### config.mk
export PLATFORM = sky130hd
export DESIGN_NAME = skew_lane_reg_flat
export DESIGN_NICKNAME = d
export VERILOG_FILES = /design/src/rtl/skew_lane_reg_if.sv /design/src/rtl/skew_lane_reg.sv /design/src/flat_wrapper.sv
export SDC_FILE = /design/constraint.sdc
export NUM_CORES = 1
export LEC_CHECK = 0
export ABC_AREA = 1
export ABC_CLOCK_PERIOD_IN_PS = 2540
export CAP_MARGIN = 20
export CORE_MARGIN = 4
export CORE_UTILIZATION = 57
export CTS_BUF_LIST = sky130_fd_sc_hd__clkbuf_8
export CTS_CLUSTER_SIZE = 12
export DETAILED_ROUTE_END_ITERATION = 6
export PLACE_DENSITY = 0.78
export SLEW_MARGIN = 20
export SYNTH_ARGS = -nofsm -noshare
export SYNTH_HDL_FRONTEND = slang
export SYNTH_SLANG_ARGS = --single-unit
export TNS_END_PERCENT = 20
### constraint.sdc
create_clock -name clk -period 2.54 [get_ports clk]
set_clock_uncertainty 0.2 [all_clocks]
set_input_delay 0.254 -clock clk [delete_from_list [all_inputs] [get_ports clk]]
set_output_delay 0.254 -clock clk [all_outputs]
set_load 0.02 [all_outputs]
### src/rtl/skew_lane_reg_if.sv
// ============================================================================
// Module      : skew_lane_reg_if
// Description : Load/stream bus between the operand loader and the skewed
//               lane register feeding the systolic array edge.
// Revision    : 1.0 - initial release
// ============================================================================
`default_nettype none

interface skew_lane_reg_if #(
  parameter int WIDTH = 8,
  parameter int DEPTH = 8,
  parameter int LANES = 4
);
  localparam int LW   = (LANES > 1) ? $clog2(LANES) : 1;
  localparam int IW   = (DEPTH > 1) ? $clog2(DEPTH) : 1;
  localparam int LENW = $clog2(DEPTH) + 1;

  logic                   en;
  logic                   wr;
  logic [LW-1:0]          wr_lane;
  logic [IW-1:0]          wr_idx;
  logic [WIDTH-1:0]       din;
  logic                   start;
  logic [LENW-1:0]        len;
  logic [LANES*WIDTH-1:0] dout;
  logic [LANES-1:0]       dout_valid;
  logic                   busy;
  logic                   done;

  // Loader side: drives writes and stream requests.
  modport master (
    output en, wr, wr_lane, wr_idx, din, start, len,
    input  dout, dout_valid, busy, done
  );

  // Register side.
  modport slave (
    input  en, wr, wr_lane, wr_idx, din, start, len,
    output dout, dout_valid, busy, done
  );
endinterface

`default_nettype wire

### src/rtl/skew_lane_reg.sv
// ============================================================================
// Module      : skew_lane_reg
// Description : Per-lane operand store with indexed writes; on start streams
//               all lanes in parallel, lane l delayed by l cycles (diagonal
//               skew). Entries are consumed as they are streamed.
// Revision    : 1.0 - initial release
// ============================================================================
`default_nettype none

module skew_lane_reg #(
  parameter int WIDTH = 8,
  parameter int DEPTH = 8,
  parameter int LANES = 4
) (
  input  logic           clk,
  input  logic           rst_n,
  skew_lane_reg_if.slave bus
);

  localparam int LW   = (LANES > 1) ? $clog2(LANES) : 1;
  localparam int IW   = (DEPTH > 1) ? $clog2(DEPTH) : 1;
  localparam int LENW = $clog2(DEPTH) + 1;
  localparam int CW   = $clog2(DEPTH + LANES) + 1;

  // S_FINISH is the single cycle that emits done after the last stream edge.
  typedef enum logic [1:0] {
    S_IDLE   = 2'd0,
    S_STREAM = 2'd1,
    S_FINISH = 2'd2
  } state_t;

  state_t                 state;
  state_t                 state_nx;

  logic [WIDTH-1:0]       mem [LANES][DEPTH];
  logic [LENW-1:0]        len_q;
  logic [CW-1:0]          cnt;
  logic [CW-1:0]          last_cnt;
  logic [LANES-1:0]       lane_valid;
  logic                   wr_ok;
  logic [LENW-1:0]        len_clamped;

  logic [LANES*WIDTH-1:0] dout_q;
  logic [LANES-1:0]       valid_q;
  logic                   busy_q;
  logic                   done_q;

  assign bus.dout       = dout_q;
  assign bus.dout_valid = valid_q;
  assign bus.busy       = busy_q;
  assign bus.done       = done_q;

  // Zero-extend before comparing so non-power-of-two sizes are range checked.
  assign wr_ok = bus.wr
              && ({1'b0, bus.wr_lane} < (LW+1)'(LANES))
              && ({1'b0, bus.wr_idx}  < (IW+1)'(DEPTH));

  assign len_clamped = (bus.len > LENW'(DEPTH)) ? LENW'(DEPTH) : bus.len;

  // Final stream cycle index: last entry of the most delayed lane.
  assign last_cnt = CW'(len_q) + CW'(LANES) - CW'(2);

  // Lane l is presenting entry (cnt - l) when that index falls inside the stream.
  always_comb begin
    lane_valid = '0;
    for (int l = 0; l < LANES; l++) begin
      lane_valid[l] = (cnt >= CW'(l)) && ((cnt - CW'(l)) < CW'(len_q));
    end
  end

  // State register; frozen while en is low.
  always_ff @(posedge clk) begin
    if (!rst_n) begin
      state <= S_IDLE;
    end else if (bus.en) begin
      state <= state_nx;
    end
  end

  // Next-state logic; a zero-length start goes straight to the done cycle.
  always_comb begin
    state_nx = state;
    case (state)
      S_IDLE: begin
        if (bus.start) begin
          state_nx = (bus.len == '0) ? S_FINISH : S_STREAM;
        end
      end
      S_STREAM: begin
        if (cnt == last_cnt) begin
          state_nx = S_FINISH;
        end
      end
      S_FINISH: state_nx = S_IDLE;
      default:  state_nx = S_IDLE;
    endcase
  end

  // Storage, counters and registered outputs.
  always_ff @(posedge clk) begin
    if (!rst_n) begin
      for (int l = 0; l < LANES; l++) begin
        for (int k = 0; k < DEPTH; k++) begin
          mem[l][k] <= '0;
        end
      end
      len_q   <= '0;
      cnt     <= '0;
      dout_q  <= '0;
      valid_q <= '0;
      busy_q  <= 1'b0;
      done_q  <= 1'b0;
    end else if (bus.en) begin
      dout_q  <= '0;
      valid_q <= '0;
      busy_q  <= 1'b0;
      done_q  <= 1'b0;
      case (state)
        S_IDLE: begin
          if (wr_ok) begin
            mem[bus.wr_lane][bus.wr_idx] <= bus.din;
          end
          if (bus.start) begin
            len_q <= len_clamped;
            cnt   <= '0;
          end
        end
        S_STREAM: begin
          busy_q <= 1'b1;
          cnt    <= cnt + CW'(1);
          for (int l = 0; l < LANES; l++) begin
            valid_q[l] <= lane_valid[l];
            dout_q[l*WIDTH +: WIDTH] <= lane_valid[l] ? mem[l][0] : '0;
            // Consume: head moves toward index 0, tail zero-fills.
            if (lane_valid[l]) begin
              for (int k = 0; k < DEPTH - 1; k++) begin
                mem[l][k] <= mem[l][k+1];
              end
              mem[l][DEPTH-1] <= '0;
            end
          end
          // Entries beyond len were never streamed; wipe everything on exit.
          if (cnt == last_cnt) begin
            for (int l = 0; l < LANES; l++) begin
              for (int k = 0; k < DEPTH; k++) begin
                mem[l][k] <= '0;
              end
            end
          end
        end
        S_FINISH: begin
          done_q <= 1'b1;
        end
        default: ;
      endcase
    end
  end

endmodule

`default_nettype wire
### src/flat_wrapper.sv
// flat-port wrapper written by rule: the top's interface ports become plain ports
module skew_lane_reg_flat 
#(
  parameter int WIDTH = 8,
  parameter int DEPTH = 8,
  parameter int LANES = 4
)
  (clk, rst_n, bus_en, bus_wr, bus_wr_lane, bus_wr_idx, bus_din, bus_start, bus_len, bus_dout, bus_dout_valid, bus_busy, bus_done);
  skew_lane_reg_if #(.WIDTH(WIDTH), .DEPTH(DEPTH), .LANES(LANES)) bus_i ();
  input  logic clk;
  input  logic rst_n;
  input wire logic [$bits(bus_i.en)-1:0] bus_en;
  input wire logic [$bits(bus_i.wr)-1:0] bus_wr;
  input wire logic [$bits(bus_i.wr_lane)-1:0] bus_wr_lane;
  input wire logic [$bits(bus_i.wr_idx)-1:0] bus_wr_idx;
  input wire logic [$bits(bus_i.din)-1:0] bus_din;
  input wire logic [$bits(bus_i.start)-1:0] bus_start;
  input wire logic [$bits(bus_i.len)-1:0] bus_len;
  output wire logic [$bits(bus_i.dout)-1:0] bus_dout;
  output wire logic [$bits(bus_i.dout_valid)-1:0] bus_dout_valid;
  output wire logic [$bits(bus_i.busy)-1:0] bus_busy;
  output wire logic [$bits(bus_i.done)-1:0] bus_done;
  assign bus_i.en = bus_en;
  assign bus_i.wr = bus_wr;
  assign bus_i.wr_lane = bus_wr_lane;
  assign bus_i.wr_idx = bus_wr_idx;
  assign bus_i.din = bus_din;
  assign bus_i.start = bus_start;
  assign bus_i.len = bus_len;
  assign bus_dout = bus_i.dout;
  assign bus_dout_valid = bus_i.dout_valid;
  assign bus_busy = bus_i.busy;
  assign bus_done = bus_i.done;
  skew_lane_reg #(.WIDTH(WIDTH), .DEPTH(DEPTH), .LANES(LANES)) u_core (.clk(clk), .rst_n(rst_n), .bus(bus_i));
endmodule
---- Yosys cells after proc, flatten, opt, wreduce, memory -nomap -nowiden ----
Memories as Yosys holds them, arrays and structs flattened.
Index checks and enable logic that the tools add are counted.
word-level totals
  bits in writable memories ............... 256
  memories ................................ 1
  word-level logic and storage cells ...... 222
  flip-flop bits (word level) ............. 49
  output and inout bits ................... 38
  bits of input ports ..................... 22
memories
  memory      depth  bits a word  rd ports  clocked after Yosys merged registers in  wr ports  line                 text
  u_core.mem  4      64           4         0                                        4         skew_lane_reg.sv:35  logic [WIDTH-1:0] mem [LANES][DEPTH];
operators by class
  equal/unequal tests ..................... 5
  add/subtract/negate cells ............... 6
  order comparisons ....................... 11
  multiplexer cells ....................... 115
  bitwise operators ....................... 65
  reductions and logical operators ........ 12
operators with widths
  operator                                                                              number
  8-bit two-way mux                                                                     69
  64-bit two-way mux                                                                    3
  1-bit bitwise OR                                                                      64
  64-bit OR reduction                                                                   1
  1-bit two-way mux                                                                     32
  32-bit two-way mux                                                                    1
  8-bit demux with 3-bit select                                                         1
  5-bit by 4-bit < comparator with 1-bit output                                         4
  5-bit by 2-bit subtractor with 5-bit output (second input constant)                   3
  5-bit by 1-bit greater-or-equal comparator with 1-bit output (second input constant)  2
  5-bit by 2-bit greater-or-equal comparator with 1-bit output (second input constant)  2
  5-bit case mux with 2 select lines                                                    1
  3-bit AND reduction                                                                   3
  2-bit two-way mux                                                                     4
  4-bit two-way mux                                                                     2
  4-bit by 3-bit adder with 5-bit output (second input constant)                        1
  5-bit by 1-bit adder with 5-bit output (second input constant)                        1
  5-bit == test                                                                         1
  1-bit logical AND                                                                     5
  5-bit two-way mux                                                                     1
  5-bit by 1-bit subtractor with 5-bit output (second input constant)                   1
  4-bit greater-or-equal comparator (second input constant)                             1
  4-bit > comparator (second input constant)                                            1
  4-bit logical NOT                                                                     1
  9 further kinds                                                                       9

---- Depth between registers and ports, before layout ----
  depth after elaboration ................. 10
  gate-level depth with buffers ........... 19
  gate-level depth less buffers ........... 16

---- Least setup slack after synthesis ----
No wires, ideal clock.
  path type ............................... register to register
  from .................................... register u_core.cnt[1]
  to ...................................... memory u_core.mem[3][38] (netlist name)
  cell stages (with the launch flop) ...... 15
  buffers on the path ..................... 2
  setup slack ............................. 107 ps
  setup time .............................. 57 ps
  clock period less this slack ............ 2433 ps
  data required time ...................... 2283 ps
  arrival time ............................ 2176 ps
  cell sequence ........................... dfxtp_1 inv_1 ha_1 ha_1 a21oi_1 nor2_1 o21ai_0 nand2_1 nor2_1 buf_2 buf_4 nand2_1 nand3_1 nand2_1 inv_1
RTL lines
  item                    line                  text
  start, declared         skew_lane_reg.sv:37   logic [CW-1:0] cnt;
  start signal, assigned  skew_lane_reg.sv:130  cnt <= cnt + CW'(1);
  end, declared           skew_lane_reg.sv:35

==> results.sh <==
export IMPL_maxCapViolations=0
export IMPL_grt_pass1_wl_mm=69.2
export IMPL_synth_edf_count=0
export IMPL_critical_path_endpoint_type="flop"
export IMPL_violations="setup timing"
export IMPL_synth_warnings=0
export IMPL_grt_max_degree=76
export IMPL_synth_area_leaders="dfxtp_1, nand2_1, nand3_1, inv_1, a21oi_1"
export IMPL_reg2regPathDepth=13
export IMPL_clk_pin_slew_worst_paths_ns=0.06
export IMPL_rsz0062_at_grt="yes"
export IMPL_finalHoldViolations=0
export IMPL_ir_worst_vdd_mv=0.422
export IMPL_place_gp_congestion=0.897
export IMPL_final_min_clock_period_ns=2.54
export IMPL_crit_fanout=10
export IMPL_avgRoutedWirePerCell_um=16.9
export IMPL_drive_gt1_share_pct=13.1
export IMPL_yosys_most_used_dff="dfxtp_1"
export IMPL_ys_seq_area_share_pct=41.4
export IMPL_synth_area_per_cell_um2=6.90
export IMPL_cp_cell_sequence="inv_4 -> buf_4 -> ha_1 -> nor2_1 -> o21ai_0 -> nand2_1 -> nand2_1 -> nand3_1 -> nand3_4 -> buf_12 -> clkbuf_16 -> nand3_1 -> a21oi_1"
export IMPL_antenna_left=0
export IMPL_cellPowerDensity_nw_per_um2=558
export IMPL_syn_cell_area_um2=14700
export IMPL_ys_ff_latch=305
export IMPL_fmax_ghz=0.393
export IMPL_insertion_delay_ns=0.59
export IMPL_postSynth_asyncResetShare_pct=0
export IMPL_dpl_cell_count=2499
export IMPL_n_antenna_cell=0
export IMPL_antenna_found_initial=0
export IMPL_synthToLayoutAreaGrowth_pct=22.0
export IMPL_worst_endpoint_required_ns=2.85
export IMPL_via_per_inst=5.74
export IMPL_fin_setup_tns_ns=-0.00253
export IMPL_timing_final_max_slew_violations=0
export IMPL_cp_arrival_ns=2.85
export IMPL_cpPeakStageDelay_ns=0.37
export IMPL_num_nets_final=2298
export IMPL_path_depth=13
export IMPL_yosysTopAreaCell="dfxtp_1"
export IMPL_postSynthCellCount=2137
export IMPL_finalWorstSetupSlack_ns=-0.00253
export IMPL_hold_depth=3
export IMPL_setup_viol=1
export IMPL_gr_total_overflow=0
export IMPL_initial_core_util_pct=58.2
export IMPL_fill_cells=2056
export IMPL_core_area_um2=25300
export IMPL_die_h_um=169
export IMPL_synth_top_cells_by_count="nand2_1, dfxtp_1, inv_1"
export IMPL_drtPass1Iterations=5
export IMPL_cts_root_buf="clkbuf_8"
export IMPL_cp_top_family="simple AND/OR/NAND/NOR gates"
export IMPL_layout_cells_non_filler=2624
export IMPL_drc_errors=0
export IMPL_die_area_um2=28500
export IMPL_cts_buffers=51
export IMPL_worst_pin_slew_ns=0.716
export IMPL_synth_top_area_share_pct=41.4
export IMPL_yosysMostFrequentCell="nand2_1"
export IMPL_leakage_nw=7.85
export IMPL_grt_pass1_vias=13800
export IMPL_drtIter0Drc=1400
export IMPL_clk_path_buf_depth=3
export IMPL_critPathBufInv=4
export IMPL_tritoncts="built"
export IMPL_dpl_hpwl_mm=27.3
export IMPL_h_tree_depth=2
export IMPL_hold_class="primary input to flop"
export IMPL_wl_mm=44.4
export IMPL_synthDistinctLibCells=34
export IMPL_status="complete, but fails checks"
export IMPL_ios=60
export IMPL_relSlewSlack_pct=52.2
export IMPL_crit_type="flop to flop"
export IMPL_fin_crit_sh_pct=100
export IMPL_cp_start_kind="flop"
export IMPL_rows=58
export IMPL_die_width_um=169
export IMPL_grt_total_usage_pct=28.8
export IMPL_clock_sinks=305
export IMPL_port_buffers=59
export IMPL_crit_slowest_cell="dfxtp_4"
export IMPL_route_vias_total=15100
export IMPL_synth_nets=2182
## cell type report
| type | instances | area, µm² | area share [%] |
|---|---|---|---|
| multi-input combinational | 1392 | 7020 | 39.0 |
| timing repair buffer | 207 | 2240 | 12.5 |
| tap | 330 | 413 | 2.30 |
| clock inverter | 24 | 110 | 0.612 |
| inverter | 296 | 1120 | 6.23 |
| sequential | 305 | 6120 | 34.0 |
| clock buffer | 70 | 963 | 5.36 |
## state kept, by name (all words and copies together) (netlist names)
name / cells
u_core.bus.dout: 32
u_core.len_q: 4
u_core.cnt: 5
u_core.state: 2
u_core.mem: 256
u_core.bus.dout_valid: 4
u_core.bus.busy: 1
u_core.bus.done: 1
## worst reg2reg max path, stage by stage, from the launching register on
cell and delay, ns:
dfxtp_4 0.37, inv_4 0.05, buf_4 0.13, ha_1 0.31
nor2_1 0.05, o21ai_0 0.13, nand2_1 0.09, nand2_1 0.09
nand3_1 0.21, nand3_4 0.24, buf_12 0.16, clkbuf_16 0.17
nand3_1 0.09, a21oi_1 0.18
## placed cells by master, fill, tap and decap left out, drive strengths merged, types with 2 or more instances in the layout
| cell | netlist | layout |
|---|---|---|
| a211oi | 2 | 2 |
| a21oi | 199 | 199 |
| a31oi | 9 | 9 |
| a32o | 24 | 24 |
| buf | 80 | 137 |
| clkbuf | 64 | 81 |
| clkdlybuf4s50 | 0 | 58 |
| clkinv | 1 | 10 |
| dfxtp | 305 | 305 |
| ha | 23 | 23 |
| inv | 295 | 309 |
| nand2 | 525 | 525 |
| nand3 | 296 | 296 |
| nand4 | 118 | 118 |
| nor2 | 69 | 69 |
| nor3 | 4 | 4 |
| o21ai | 86 | 86 |
| o22ai | 27 | 27 |
| xor2 | 4 | 4 |
## routing by layer
layer	vias up	routed length (µm)	share of wire [%]	track usage [%]
li1	7299	-	-	-
met2	779	20400	46	45.9
met3	88	4540	10	5.09
met5	-	0	0	0
met1	6888	18500	42	40.0
met4	0	1050	2.4	8.86
## repair_timing
action                                 CTS  global route
endpoints found under the hold margin    8             0
pin swaps                                0            19
gates resized for setup                 10            61
setup endpoints to repair              147           273
hold buffers                             1             0
gates cloned                             2            15
setup buffers                            1            13
## where the power goes
part,internal [W],switching [W],leakage (nW),total [W]
logic,0.000219,0.000484,4.78,0.000704
clock network,0.00245,0.00204,0.612,0.00450
registers,0.00481,0.0000217,2.46,0.00483
## metrics by stage
stage	hold WS (ns)	area [µm²]	total power [W]	setup slack, ns	utilization [%]
after global placement	0.229	16200	0.00554	-0.125	63.8
after detailed placement	0.232	16200	0.00556	-0.205	63.8
after global routing	0.0951	18000	0.0104	-0.0726	71.0
after CTS	0.0632	17400	0.00998	-0.0464	68.5
after floorplan	0.193	14700	0.00529	0.107	-
final	0.0690	18000	0.0100	-0.00253	71.0
## kinds of logic after synthesis
| kind of cell | Yosys count | synth area share (%) |
|---|---|---|
| buf+inv | 440 | 12.2 |
| fa+ha+maj | 23 | 1.95 |
| xor+xnor | 4 | 0.238 |
| simple gates | 1015 | 31.1 |
| compound gates | 350 | 13.1 |
| flops | 305 | 41.4 |
## path summary, 6_finish.rpt
path	start	endpoint	slack (ns)
setup / recovery	u_core.cnt[1]	u_core.mem[0][22]	-0.003
hold / removal	bus_len[0]	u_core.len_q[0]	0.07
setup reg to reg	u_core.cnt[1]	u_core.mem[0][22]	-0.003
hold reg to reg	u_core.mem[3][59]	u_core.bus.dout[27]	0.24
Note: power is estimated with default switching activity, not from simulation.
